`src/rtl/hnf_txreq_queue.sv`:
```
// HNF TXREQ upstream feeder: request FIFO, L-credit tracking, registered TXREQ flit
// outputs with PEND ahead of FLITV, and L-credit return on link deactivation.
package hnf_txreq_pkg;

  typedef struct packed {
    logic [3:0]  qos;
    logic [10:0] tgt_id;
    logic [10:0] src_id;
    logic [11:0] txn_id;
    logic [6:0]  opcode;
    logic [2:0]  size;
    logic [47:0] addr;
  } reqflit_t;

  localparam logic [6:0] OPC_REQLCRDRETURN = 7'h00;
  localparam logic [6:0] OPC_READNOSNP     = 7'h04;
  localparam logic [6:0] OPC_WRITENOSNP    = 7'h1C;

endpackage

module hnf_txreq_queue
  import hnf_txreq_pkg::*;
#(
  parameter int unsigned DEPTH   = 4,
  parameter int unsigned MAX_CRD = 15,
  parameter int unsigned CRDW    = 4
) (
  input  logic                       clock,
  input  logic                       reset,
  input  logic                       req_valid,
  output logic                       req_ready,
  input  reqflit_t                   req_flit,
  input  logic                       link_active,
  output reqflit_t                   TXREQFLIT,
  output logic                       TXREQFLITV,
  output logic                       TXREQFLITPEND,
  input  logic                       TXREQLCRDV,
  output logic [1:0]                 link_state,
  output logic [CRDW-1:0]            crd_cnt,
  output logic [$clog2(DEPTH):0]     q_count,
  output logic                       lcrd_err
);

  localparam int unsigned AW = $clog2(DEPTH);
  localparam int unsigned CW = AW + 1;

  typedef enum logic [1:0] {
    ST_STOP   = 2'd0,
    ST_RUN    = 2'd1,
    ST_RETURN = 2'd2
  } link_state_e;

  link_state_e     state_q, state_d;
  reqflit_t        mem_q [DEPTH];
  reqflit_t        mem_d [DEPTH];
  logic [AW-1:0]   wr_ptr_q, wr_ptr_d;
  logic [AW-1:0]   rd_ptr_q, rd_ptr_d;
  logic [CW-1:0]   count_q, count_d;
  logic [CRDW-1:0] crd_q, crd_d;
  logic            pend_q, pend_d;
  logic            flitv_q, flitv_d;
  reqflit_t        flit_q, flit_d;
  logic            err_q, err_d;
  logic            ready_q, ready_d;

  logic enq, issue_run, issue_ret, issue_any, crd_acc;

  // Next-state, datapath and registered-output computation
  always_comb begin
    state_d  = state_q;
    mem_d    = mem_q;
    wr_ptr_d = wr_ptr_q;
    rd_ptr_d = rd_ptr_q;
    count_d  = count_q;
    crd_d    = crd_q;
    flit_d   = flit_q;
    flitv_d  = 1'b0;
    err_d    = err_q;

    enq       = req_valid && ready_q;
    issue_run = (state_q == ST_RUN) && pend_q && (count_q != '0) && (crd_q != '0);
    issue_ret = (state_q == ST_RETURN) && pend_q && (crd_q != '0);
    issue_any = issue_run || issue_ret;
    crd_acc   = TXREQLCRDV && (state_q != ST_STOP) && (crd_q != CRDW'(MAX_CRD));

    unique case (state_q)
      ST_STOP:   if (link_active) state_d = ST_RUN;
      ST_RUN:    if (!link_active) state_d = ST_RETURN;
      ST_RETURN: begin
        if (link_active)                         state_d = ST_RUN;
        else if ((crd_q == '0) && !TXREQLCRDV)   state_d = ST_STOP;
      end
      default:   state_d = ST_STOP;
    endcase

    if (enq) begin
      mem_d[wr_ptr_q] = req_flit;
      wr_ptr_d        = wr_ptr_q + AW'(1);
    end

    if (issue_run) begin
      flit_d   = mem_q[rd_ptr_q];
      rd_ptr_d = rd_ptr_q + AW'(1);
    end else if (issue_ret) begin
      flit_d = '0;
    end
    flitv_d = issue_any;

    unique case ({enq, issue_run})
      2'b10:   count_d = count_q + CW'(1);
      2'b01:   count_d = count_q - CW'(1);
      default: count_d = count_q;
    endcase

    unique case ({crd_acc, issue_any})
      2'b10:   crd_d = crd_q + CRDW'(1);
      2'b01:   crd_d = crd_q - CRDW'(1);
      default: crd_d = crd_q;
    endcase

    // A credit at the ceiling or while stopped is a protocol violation
    if (TXREQLCRDV && ((state_q == ST_STOP) || (crd_q == CRDW'(MAX_CRD)))) err_d = 1'b1;

    pend_d  = ((state_d == ST_RUN) && (count_d != '0)) ||
              ((state_d == ST_RETURN) && (crd_d != '0));
    ready_d = (count_d != CW'(DEPTH));
  end

  always_ff @(posedge clock) begin
    if (reset) begin
      state_q  <= ST_STOP;
      wr_ptr_q <= '0;
      rd_ptr_q <= '0;
      count_q  <= '0;
      crd_q    <= '0;
      pend_q   <= 1'b0;
      flitv_q  <= 1'b0;
      flit_q   <= '0;
      err_q    <= 1'b0;
      ready_q  <= 1'b0;
    end else begin
      state_q  <= state_d;
      wr_ptr_q <= wr_ptr_d;
      rd_ptr_q <= rd_ptr_d;
      count_q  <= count_d;
      crd_q    <= crd_d;
      pend_q   <= pend_d;
      flitv_q  <= flitv_d;
      flit_q   <= flit_d;
      err_q    <= err_d;
      ready_q  <= ready_d;
    end
  end

  // Payload storage needs no reset; occupancy is tracked by the pointers
  always_ff @(posedge clock) begin
    mem_q <= mem_d;
  end

  assign req_ready     = ready_q;
  assign TXREQFLIT     = flit_q;
  assign TXREQFLITV    = flitv_q;
  assign TXREQFLITPEND = pend_q;
  assign link_state    = state_q;
  assign crd_cnt       = crd_q;
  assign q_count       = count_q;
  assign lcrd_err      = err_q;

endmodule

```
`config.mk`:
```
export PLATFORM = sky130hd
export DESIGN_NAME = hnf_txreq_queue
export DESIGN_NICKNAME = d
export VERILOG_FILES = /design/src/rtl/hnf_txreq_queue.sv
export SDC_FILE = /design/constraint.sdc
export NUM_CORES = 1
export LEC_CHECK = 0
export ABC_AREA = 1
export BUFFER_PORTS_ARGS = -buffer_cell sky130_fd_sc_hd__buf_2
export CAP_MARGIN = 5
export CORE_MARGIN = 5
export CORE_UTILIZATION = 40
export DETAILED_ROUTE_END_ITERATION = 7
export RECOVER_POWER = 50
export SLEW_MARGIN = 25
export SYNTH_ARGS = -nofsm -noshare
export SYNTH_HDL_FRONTEND = slang
export SYNTH_SLANG_ARGS = --single-unit
```
`constraint.sdc`:
```
create_clock -name clock -period 7.2 [get_ports clock]
set_input_delay 0.72 -clock clock [delete_from_list [all_inputs] [get_ports clock]]
set_output_delay 0.72 -clock clock [all_outputs]
set_load 0.1 [all_outputs]
```
Word-level counts from Yosys, hierarchy flattened

Cells that the tools add are included.

Register bits after elaboration: 497
Logic and storage cells: 106

$add $sub $neg: 6
Order comparisons: 3
Eq/ne operators: 11
Mux-type cells: 15
Bitwise gates (word level): 2
Reductions and logical operators: 25

Operators with widths:

| operator                                                              | number |
|---|---|
| 96-bit two-way mux                                                    | 5 |
| 384-bit bitwise mux                                                   | 1 |
| 96-bit binary-select mux with 2-bit select                            | 1 |
| 96-bit demux with 2-bit select                                        | 1 |
| 1-bit logical AND                                                     | 13 |
| 2-bit by 1-bit equality test with 1-bit output, second input constant | 4 |
| 2-bit equality test, second input constant                            | 4 |
| 2-bit two-way mux                                                     | 4 |
| 4-bit case mux with 2 select lines                                    | 1 |
| 4-bit nonzero test                                                    | 2 |
| 3-bit >= comparator, second input constant                            | 2 |
| 2-bit inverter with 3-bit output                                      | 2 |
| 2-bit case mux with 3 select lines                                    | 1 |
| 3-bit case mux with 2 select lines                                    | 1 |
| 3-bit nonzero test                                                    | 2 |
| 2-bit by 1-bit adder with 2-bit output, second input constant         | 2 |
| 4-bit by 1-bit adder with 4-bit output, second input constant         | 1 |
| 4-bit equality test, second input constant                            | 1 |
| 4-bit logical NOT                                                     | 1 |
| 4-bit inequality test, second input constant                          | 1 |
| 2-bit nonzero test                                                    | 2 |
| 4-bit by 1-bit subtractor with 4-bit output, second input constant    | 1 |
| 3-bit by 1-bit adder with 3-bit output, second input constant         | 1 |
| 1-bit logical OR                                                      | 3 |
| 5 further kinds                                                       | 5 |

Longest topological paths before layout

Gate-level depths: netlist (run 1).

Depth after elaboration: 10
Depth in mapped cells: 19
Gate-level depth less buffers: 19

Worst setup path after synthesis (run 1)

No wires, ideal clock.

Path kind: register to register
From: register ready_q, in the netlist req_ready
To: register mem_q[0] (netlist bit), enable pin
Data arrival time: 5.378 ns
Required time: 6.648 ns
Slack: 1.270 ns
Stages on the path, launching flop included: 3
Buffers on the path: 0
Cells stage by stage: dfxtp_1 nand2_1 nor2_1

Cells in the longest elaborated chain, start to end: 1

Ends and longest elaborated chain:

| item                   | line | RTL |
|---|---|---|
| start, declared        | 64   | `logic ready_q, ready_d;` |
| start signal, assigned | 151  | `ready_q <= ready_d;` |
| 1-bit logical AND      | 80   | `enq = req_valid && ready_q;` |
| end signal, assigned   | 157  | `mem_q <= mem_d;` |
| end, declared          | 54   | `reqflit_t mem_q [DEPTH];` |

Every way passes these cells.
A chain may end at the register's enable or synchronous reset.

Worst setup path after layout (run 1)

From: register ready_q, in the netlist req_ready
To: register mem_q[77] (netlist bit), enable pin

The elaborated chain is that of the path after synthesis.

==> results by group, run 1 <==
Run status
  – Run status: finished, violations left
  – Failing checks: max-capacitance violations, max-slew violations

Global routing
  – GRT met1 Usage: 0.218
  – Gr busiest metal: met2
  – GR Util met3: 0.0443
  – Via count of the first global-routing pass: 11500
  – Initial antenna violation count: 11
  – Total GRT Usage: 0.170
  – Grt met2 use: 0.286
  – Total grt overflow: 0
  – Global-route wire length before repair: 67200 um
  – Pin count of the biggest net entering global routing: approximately 110

Logic synthesis
  – Synth Register Bits: 497
  – Post-synth top area share: 0.630
  – Synthesized instance count: roughly 1500
  – Yosys warning total: 0
  – Post-synthesis sequential area ratio: 0.754
  – Synthesized Nets: between 1500 and 2000
  – Top cells by area, synth: edfxtp_1 (63%), dfxtp_1 (12%), o21ai_0 (4.9%)
  – Synth Area per Inst: about 12 um2
  – Area leader, netlist: edfxtp_1
  – Netlist Area Pre-Place: roughly 0.018 mm2
  – Netlist cell types: 27

Timing
  – Final period util: 0.525
  – Minimum clock period: around 3.8 ns
  – Final Hold Fails: 0
  – Final Skew: around 0.011 ns
  – Finish-stage setup viols: 0
  – Final setup TNS: 0 ns
  – Slew Viols, Final: around 340
  – RSZ-0062 raised after global routing: false
  – Worst-Margin Slew: ~3.4 ns
  – Worst hold slack: approximately 0.35 ns
  – Rel. slew slack: -1.29
  – Fmax: around 260 MHz

Worst setup path
  – CP cell instances: nand2_1 > nor2_4 > clkbuf_1
  – Slowest cell on crit path: clkbuf_1
  – Arrival @ worst endpoint: a little under 4 ns
  – Slowest stage delay, CP: 2.41 ns
  – Crit path max-delay family: buffers and inverters
  – Crit start category: flip-flop
  – Bufs and invs on worst path: 1
  – CP required: 7.29 ns
  – Crit. End Element: flip-flop
  – Kind of critical path: reg2reg
  – Crit path max fanout: 49

Power and ir drop
  – Max VDD drop: 0.158 mV
  – Cell area power density: 279 mW/mm2
  – Pleak: between 7 and 8 nW

Routing
  – DR vias: 11800
  – Vias per cell: between 5 and 6
  – Starting DRC count in detailed routing: a little over 800
  – Antenna Nets Post-Route: 0
  – Post-Route WL: roughly 44000 um
  – Remaining DRCs: 0
  – Pre-antenna DRT Iters: 7
  – Routed wire per std cell: 19.2 um

Clock tree
  – Clock Path Buffers: 3
  – Worst-Skew Late Latency: 0.56 ns
  – Depth of the CTS H-tree: 2
  – Hold-fix buffers, CTS: 0
  – Clock sinks: approximately 500
  – # resized after CTS: 0
  – TritonCTS clock tree: done
  – Postcts setup bufs: 0
  – CTS Root Cell: clkbuf_16
  – Inserted Clock Buffers: 50
  – Register clock-pin slew on the reported worst setup and hold paths: roughly 0.060 ns

Finish
  – Layout cells sized above 1: 0.126
  – Commonest non-fill, non-tap cell in the layout: edfxtp_1
  – Multi-input logic area: approximately 0.0040 mm2
  – Commonest cells after routing, fill and taps aside: edfxtp_1 (384), nand2_1 (213), nor2_1 (210)
  – Area delta synth->final: 17.1%
  – # fillers: around 4100
  – Reg area: about 0.014 mm2
  – Post-Layout Cell Count: between 2000 and 2500
  – Layout Nets: roughly 1800

Floorplan
  – Die Area: 0.0501 mm2
  – FP Rows: 78
  – Die height: roughly 220 um
  – Starting Density: 0.404
  – Chip width: roughly 220 um
  – I/O Pins: between 200 and 250
  – Core area: 0.0453 mm2

Placement
  – Placed Cells: 2212
  – GP Congestion: ~0.74
  – Port bufs: ~210
  – DP HPWL: 24500 um

Hold path
  – Hold Path Class: in2reg

Flow run
  – Max_cap viols: 7
cell usage after synthesis (all sizes together):
cell    count
a211oi      1
a21oi     105
buf        22
clkbuf     73
dfxtp     113
edfxtp    384
fa          1
ha          7
inv        30
nand2     217
nand3      11
nand4       1
nor2      214
o21a        1
o21ai     201
o22ai      96
or2         1
xnor2       2
xor2        2
worst reg2reg max path, delay by kind of cell, from the launching register on:
family	cells	cell delay, ns
buffers and inverters	1	2.41
flip-flops	1	0.32
AND/OR/NAND/NOR	2	0.51
stage by stage:
| step | instance area, um2 | utilization | power (W) | setup WS [ns] |
|---|---|---|---|---|
| 6_report | 21400 | 0.473 | 0.00599 | 3.42 |
| 5_1_grt | 21400 | 0.473 | 0.00620 | 3.17 |
| 4_1_cts | 21600 | 0.476 | 0.00605 | 4.31 |
| 3_5_place_dp | 19900 | 0.439 | 0.00343 | 4.33 |
| 3_3_place_gp | 19900 | 0.439 | 0.00343 | 4.40 |
| 2_1_floorplan | 18300 | - | 0.00335 | 1.27 |
final timing paths:
kind / startpoint / cells past startpoint / end / slack [ns]
max: req_ready / 3 / mem_q[77] / 3.42
min: link_active / 2 / link_state[1] / 0.35
max reg2reg: req_ready / 3 / mem_q[77] / 3.42
min reg2reg: TXREQFLIT[2] / 2 / TXREQFLIT[2] / 0.46
state kept, by name, summed over array words and instances (netlist names):
register and count:
mem_q 384, TXREQFLIT 96, crd_cnt 4, q_count 3
link_state 2, rd_ptr_q 2, wr_ptr_q 2, TXREQFLITPEND 1
TXREQFLITV 1, lcrd_err 1, req_ready 1
metal layers:
metal	share of wire	vias to the layer above	routed length, um
li1	-	5675	-
met1	0.42	5743	18700
met2	0.49	267	21700
met3	0.062	84	2740
met4	0.023	16	1010
met5	0.0023	-	101
cell families (layout without fill, tap and decap cells):
group / Yosys count / count (layout) / share of synthesized area
AOI/OAI and AO/OA: 404 / 404 / 0.117
buffers and inverters: 125 / 349 / 0.0278
DFF: 497 / 497 / 0.754
and+or+nand+nor: 444 / 444 / 0.0935
other: 0 / 3 / 0
adders and majority gates: 8 / 8 / 0.00588
xor gates and xnor gates: 4 / 4 / 0.00191
power breakdown:
group	internal, W	leakage (nW)	switching [W]
logic	0.0000431	2.14	0.000152
registers	0.00315	4.40	0.0000159
clock network	0.00158	0.834	0.00105
total	0.00477	7.38	0.00121
layout make-up:
class,instances,share of cell area
Multi-Input combinational cell,860,0.188
Clock inverter,22,0.00975
Inverter,30,0.00566
Antenna cell,3,0.000350
Tap cell,600,0.0350
Timing Repair Buffer,225,0.0477
Sequential cell,497,0.644
Clock buffer,72,0.0695
Note: power is estimated with default switching activity, not from simulation.
==> run 2, diff against run 1 <==
==> constraint.sdc (replaced) <==
create_clock -name clock -period 3.75 [get_ports clock]
set_input_delay 0.375 -clock clock [delete_from_list [all_inputs] [get_ports clock]]
set_output_delay 0.375 -clock clock [all_outputs]
set_load 0.1 [all_outputs]
==> run 2 against run 1 <==
- the flow still finishes with violations (max-capacitance violations, max-slew violations)
- final area is 4.4% higher
- total power is 95% higher
- non-clock buffer count is 95 higher
- die area stayed put
- cell count is 4.2% higher
- core utilization is 2.1 points higher
- count of clock-buffer cells in the layout is 11 higher
- critical path depth is 3 higher
- global-route usage is 0.26 points higher
- combinational power is 140% higher
- clock power is 95% higher
- critical path type is now in2reg
- critical endpoint is now TXREQFLITPEND
- largest cell class unchanged
==> results by group, run 2 (same netlist as run 1, synthesis figures left out) <==
Run status
  – Run status: finished, violations left
  – Failing checks: max-capacitance violations, max-slew violations

Finish
  – Layout Nets: about 1900
  – Area delta synth->final: 22.2%
  – Multi-input logic area: slightly above 0.004 mm2
  – Reg area: 0.0138 mm2
  – Layout cells sized above 1: 0.0681
  – # fillers: 4099
  – Max reg flops: 384
  – Commonest non-fill, non-tap cell in the layout: edfxtp_1
  – Commonest cells after routing, fill and taps aside: edfxtp_1 (384), clkbuf_1 (216), nand2_1 (213)
  – Final core occ: 0.494
  – Design Area, Final: about 0.022 mm2
  – Largest Register: mem_q

Worst setup path
  – Cell mode on critical path: nand2_1
  – Slowest cell on crit path: clkbuf_1
  – CP cell instances: clkbuf_1 > inv_1 > nand2_1 > a21oi_1 > nand2_1 > nand2_1
  – Crit Reg-Reg Startpoint: crd_cnt[0]
  – Slowest stage delay, CP: 2.01 ns
  – Crit start category: input port
  – Crit. End Element: flip-flop
  – Bufs and invs on worst path: 2
  – CP required: 4.20 ns
  – Crit path max-delay family: buffers and inverters
  – Kind of critical path: in2reg
  – CP startpoint: reset
  – Crit path max fanout: 52
  – Arrival @ worst endpoint: 3.30 ns

Power and ir drop
  – Switching share of power: 0.203
  – Logic pwr share: 0.039
  – Cell area power density: 521 mW/mm2
  – Sequential share of power: 0.521
  – Max VDD drop: roughly 0.30 mV
  – Clock Power Share: 0.439
  – Pleak: ~7.4 nW
  – Cell Int Power: roughly 0.0093 W
  – Sw Pwr: between 0.002 and 0.0025 W

Floorplan
  – FP Rows: 78
  – Starting Density: 0.404
  – Die Area: ~0.050 mm2
  – I/O Pins: 210
  – Die height: between 200 and 250 um
  – Core area: 0.0453 mm2
  – Chip width: roughly 220 um

Clock tree
  – Hold-fix buffers, CTS: about 90
  – Inserted Clock Buffers: 53
  – TritonCTS clock tree: done
  – Depth of the CTS H-tree: 2
  – Postcts setup bufs: 0
  – Worst-Skew Late Latency: a little under 0.6 ns
  – Clock sinks: 497
  – Register clock-pin slew on the reported worst setup and hold paths: approximately 0.06 ns
  – # resized after CTS: 0
  – CTS Root Cell: clkbuf_16
  – Clock Path Buffers: 3

Global routing
  – Total GRT Usage: 0.173
  – Via count of the first global-routing pass: ~12000
  – Pin count of the biggest net entering global routing: just under 200
  – Global-route wire length before repair: 68800 um
  – Total grt overflow: 0
  – Initial antenna violation count: 3

Placement
  – Port bufs: ~210
  – GP Congestion: approximately 0.74
  – Placed inst area: approximately 0.02 mm2
  – DP HPWL: approximately 23000 um

Routing
  – Routed wire per std cell: 18.4 um
  – Remaining DRCs: 0
  – Post-Route WL: ~44000 um
  – Vias per cell: ~5.1
  – Antenna Nets Post-Route: 0
  – Starting DRC count in detailed routing: 771
  – DR vias: 12200
  – Pre-antenna DRT Iters: 5

Hold path
  – HP Start: TXREQLCRDV
  – Hold Path Class: in2reg

Timing
  – Fmax: roughly 350 MHz
  – Worst-Margin Slew: just under 3 ns
  – Final setup TNS: 0 ns
  – Final Hold Fails: 0
  – Slew Viols, Final: 52
  – Final Skew: between 0.02 and 0.025 ns
  – Minimum clock period: between 2 and 3 ns
  – Rel. slew slack: -0.936
  – Final period util: 0.761
  – Worst hold slack: between 0.1 and 0.15 ns
  – RSZ-0062 raised after global routing: false
  – Finish-stage setup viols: 0

Flow run
  – Max_cap viols: 1
run 2: changes by cell type in the layout (fill, tap and decap cells not counted), moves of 4 or more:
cell | previous run | this run
buf_12 | 0 | 4
buf_2 | 112 | 9
buf_4 | 10 | 15
clkbuf_1 | 115 | 216
clkbuf_8 | 5 | 10
dlygate4sd3_1 | 0 | 92
run 2: cell type report:
cell class                      count  area share
Antenna cell                        2    0.000224
Sequential cell                   497       0.617
Timing Repair Buffer              320      0.0854
Clock inverter                     15     0.00554
Multi-Input combinational cell    860       0.180
Tap cell                          600      0.0336
Clock buffer                       83      0.0726
Inverter                           30     0.00548
run 2: power by group through the flow:
stage               clock, W  sequential [W]  combinational (W)
floorplan                  0         0.00627           0.000150
global placement           0         0.00619           0.000389
CTS                  0.00526         0.00607           0.000480
global route         0.00549         0.00608           0.000504
detailed placement         0         0.00619           0.000397
finish               0.00512         0.00608           0.000459
run 2: worst min-delay path, stage by stage:
cell     delay, ns
buf_2         0.11
a21oi_1       0.07
nor2_1        0.07
run 2: path summary, 6_finish.rpt:
check | endpoint | slack, ns | cells past startpoint
setup / recovery | TXREQFLITPEND | 0.90 | 6
hold / removal | lcrd_err | 0.11 | 3
setup reg to reg | TXREQFLITPEND | 1.19 | 14
hold reg to reg | TXREQFLIT[53] | 0.46 | 2
run 2: metrics by stage:
step / worst slack [ns] / power (W) / instances
global placement: 1.35 / 0.00658 / 2215
finish: 0.895 / 0.0117 / 2407
global route: 0.732 / 0.0121 / 2407
detailed placement: 1.21 / 0.00659 / 2215
floorplan: -0.624 / 0.00642 / 1482
CTS: 1.19 / 0.0118 / 2405
run 2: metal layers:
| layer | vias to the layer above | wire length [um] | GRT usage |
|---|---|---|---|
| met5 | - | 7 | 0 |
| met4 | 2 | 743 | 0.0472 |
| met3 | 51 | 2280 | 0.0304 |
| met2 | 267 | 21700 | 0.296 |
| met1 | 5980 | 19500 | 0.228 |
| li1 | 5878 | - | - |
==> run 3, diff against run 2 <==
==> constraint.sdc (replaced) <==
create_clock -name clock -period 2.85 [get_ports clock]
set_input_delay 0.285 -clock clock [delete_from_list [all_inputs] [get_ports clock]]
set_output_delay 0.285 -clock clock [all_outputs]
set_load 0.1 [all_outputs]
==> run 3 against run 2 <==
- the run now ends clean
- core utilization rose by 0.65 points
- critical path type is now reg2reg
- total power rose by 34%
- clock skew fell by 0.0082 ns
- combinational power rose by 34%
- global-route usage rose by 0.25 points
- sequential power rose by 31%
- count of clock-buffer cells in the layout fell by 11
- non-clock buffer count rose by 7
- setup slack got worse by 0.43 ns
- register-to-register slack got worse by 0.72 ns
- final area rose by 1.3%
==> results by group, run 3 (same netlist as run 1, synthesis figures left out) <==
Run status
  – Run status: finished clean

Timing
  – Final period util: 0.837
  – Final Skew: about 0.016 ns
  – RSZ-0062 raised after global routing: false
  – Final setup TNS: 0 ns
  – Worst hold slack: 0.0735 ns
  – Final Hold Fails: 0
  – Minimum clock period: roughly 2.4 ns
  – Worst-Margin Slew: roughly 1.4 ns
  – Slew Viols, Final: 0
  – Fmax: approximately 420 MHz
  – Finish-stage setup viols: 0
  – Rel. slew slack: 0.0623

Worst setup path
  – CP required: around 3 ns
  – Crit. End Element: flip-flop
  – Kind of critical path: reg2reg
  – R2r setup slk: 0.47 ns
  – Arrival @ worst endpoint: 2.56 ns
  – Crit start category: flip-flop
  – Crit path max fanout: between 40 and 50

Routing
  – Post-Route WL: 44900 um
  – Routed wire per std cell: between 15 and 20 um
  – Pre-antenna DRT Iters: 5
  – DR vias: about 12000
  – Antenna Nets Post-Route: 0
  – Remaining DRCs: 0
  – Vias per cell: 5.08
  – Starting DRC count in detailed routing: ~840

Clock tree
  – Hold-fix buffers, CTS: 98
  – Register clock-pin slew on the reported worst setup and hold paths: around 0.060 ns
  – Postcts setup bufs: 0
  – TritonCTS clock tree: done
  – CTS Root Cell: clkbuf_16
  – Worst-Skew Late Latency: ~0.58 ns
  – # resized after CTS: 0
  – Clock sinks: ~500
  – Clock Path Buffers: 3
  – Inserted Clock Buffers: 51
  – Depth of the CTS H-tree: 2

Finish
  – Max reg flops: 384
  – Largest Register: mem_q
  – Layout cells sized above 1: 0.132
  – Layout Nets: approximately 1900
  – Design Area, Final: roughly 0.023 mm2
  – Area delta synth->final: 23.8%
  – Commonest non-fill, non-tap cell in the layout: edfxtp_1
  – Post-Layout Cell Count: 2412
  – Commonest cells after routing, fill and taps aside: edfxtp_1 (384), nand2_1 (213), nor2_1 (213)

Placement
  – Placed inst area: around 0.02 mm2
  – Placed Cells: 2216
  – GP Congestion: about 0.75
  – Port bufs: between 200 and 250
  – DP HPWL: 23500 um

Floorplan
  – I/O Pins: 210
  – Die height: roughly 220 um
  – Core area: around 0.045 mm2
  – Die Area: between 0.05 and 0.06 mm2
  – Chip width: between 200 and 250 um
  – FP Rows: 78
  – Starting Density: 0.404

Global routing
  – Via count of the first global-routing pass: about 12000
  – Total GRT Usage: 0.175
  – Initial antenna violation count: 4
  – Total grt overflow: 0
  – Pin count of the biggest net entering global routing: between 150 and 200
  – Global-route wire length before repair: roughly 70000 um

Power and ir drop
  – Pleak: 7.91 nW
  – Cell area power density: 689 mW/mm2
  – Max VDD drop: 0.478 mV

Hold path
  – Hold Path Class: in2reg

Flow run
  – Max_cap viols: 0
[run 3: worst max-delay path, stage by stage, from the launching register on]
cell and delay (ns):
dfxtp_4 0.34, nand2_1 0.22, nor2_1 0.31, clkbuf_2 1.08
[run 3: area by class of cell]
| cell class | instances | area, um2 |
|---|---|---|
| fillers | 4053 | 22600 |
| flip-flops and latches | 497 | 13800 |
| multi-input cells | 860 | 4010 |
| repair buffers | 327 | 2160 |
| clock buffers | 72 | 1500 |
| well taps | 600 | 751 |
| clock inverters | 23 | 302 |
| inverters | 30 | 124 |
| diodes | 3 | 7.51 |
[run 3: through the flow]
| step | utilization | worst slack [ns] | total power (W) |
|---|---|---|---|
| 3_5_place_dp | 0.443 | 0.707 | 0.00868 |
| 2_1_floorplan | - | 0.0133 | 0.00845 |
| 4_1_cts | 0.505 | 0.683 | 0.0158 |
| 5_1_grt | 0.500 | 0.328 | 0.0162 |
| 3_3_place_gp | 0.443 | 0.670 | 0.00866 |
| 6_report | 0.500 | 0.465 | 0.0156 |
[run 3: worst paths after layout]
path	start	endpoint	cells past startpoint
hold reg to reg	TXREQFLIT[5]	TXREQFLIT[5]	2
setup / recovery	req_ready	mem_q[240]	3
setup reg to reg	req_ready	mem_q[240]	3
hold / removal	reset	crd_cnt[1]	2
[run 3: power breakdown]
group	switching [W]	internal (W)
sequential	0.0000389	0.00796
combinational	0.000410	0.000204
clock	0.00271	0.00429
total	0.00316	0.0124
[run 3: layer usage]
| layer | global-route usage | part of all wire | up-vias | wire length, um |
|---|---|---|---|---|
| met5 | 0 | 0.00047 | - | 21 |
| met4 | 0.0634 | 0.026 | 4 | 1180 |
| met3 | 0.0297 | 0.051 | 94 | 2300 |
| met2 | 0.298 | 0.50 | 315 | 22200 |
| met1 | 0.227 | 0.43 | 5972 | 19200 |
| li1 | - | - | 5877 | - |
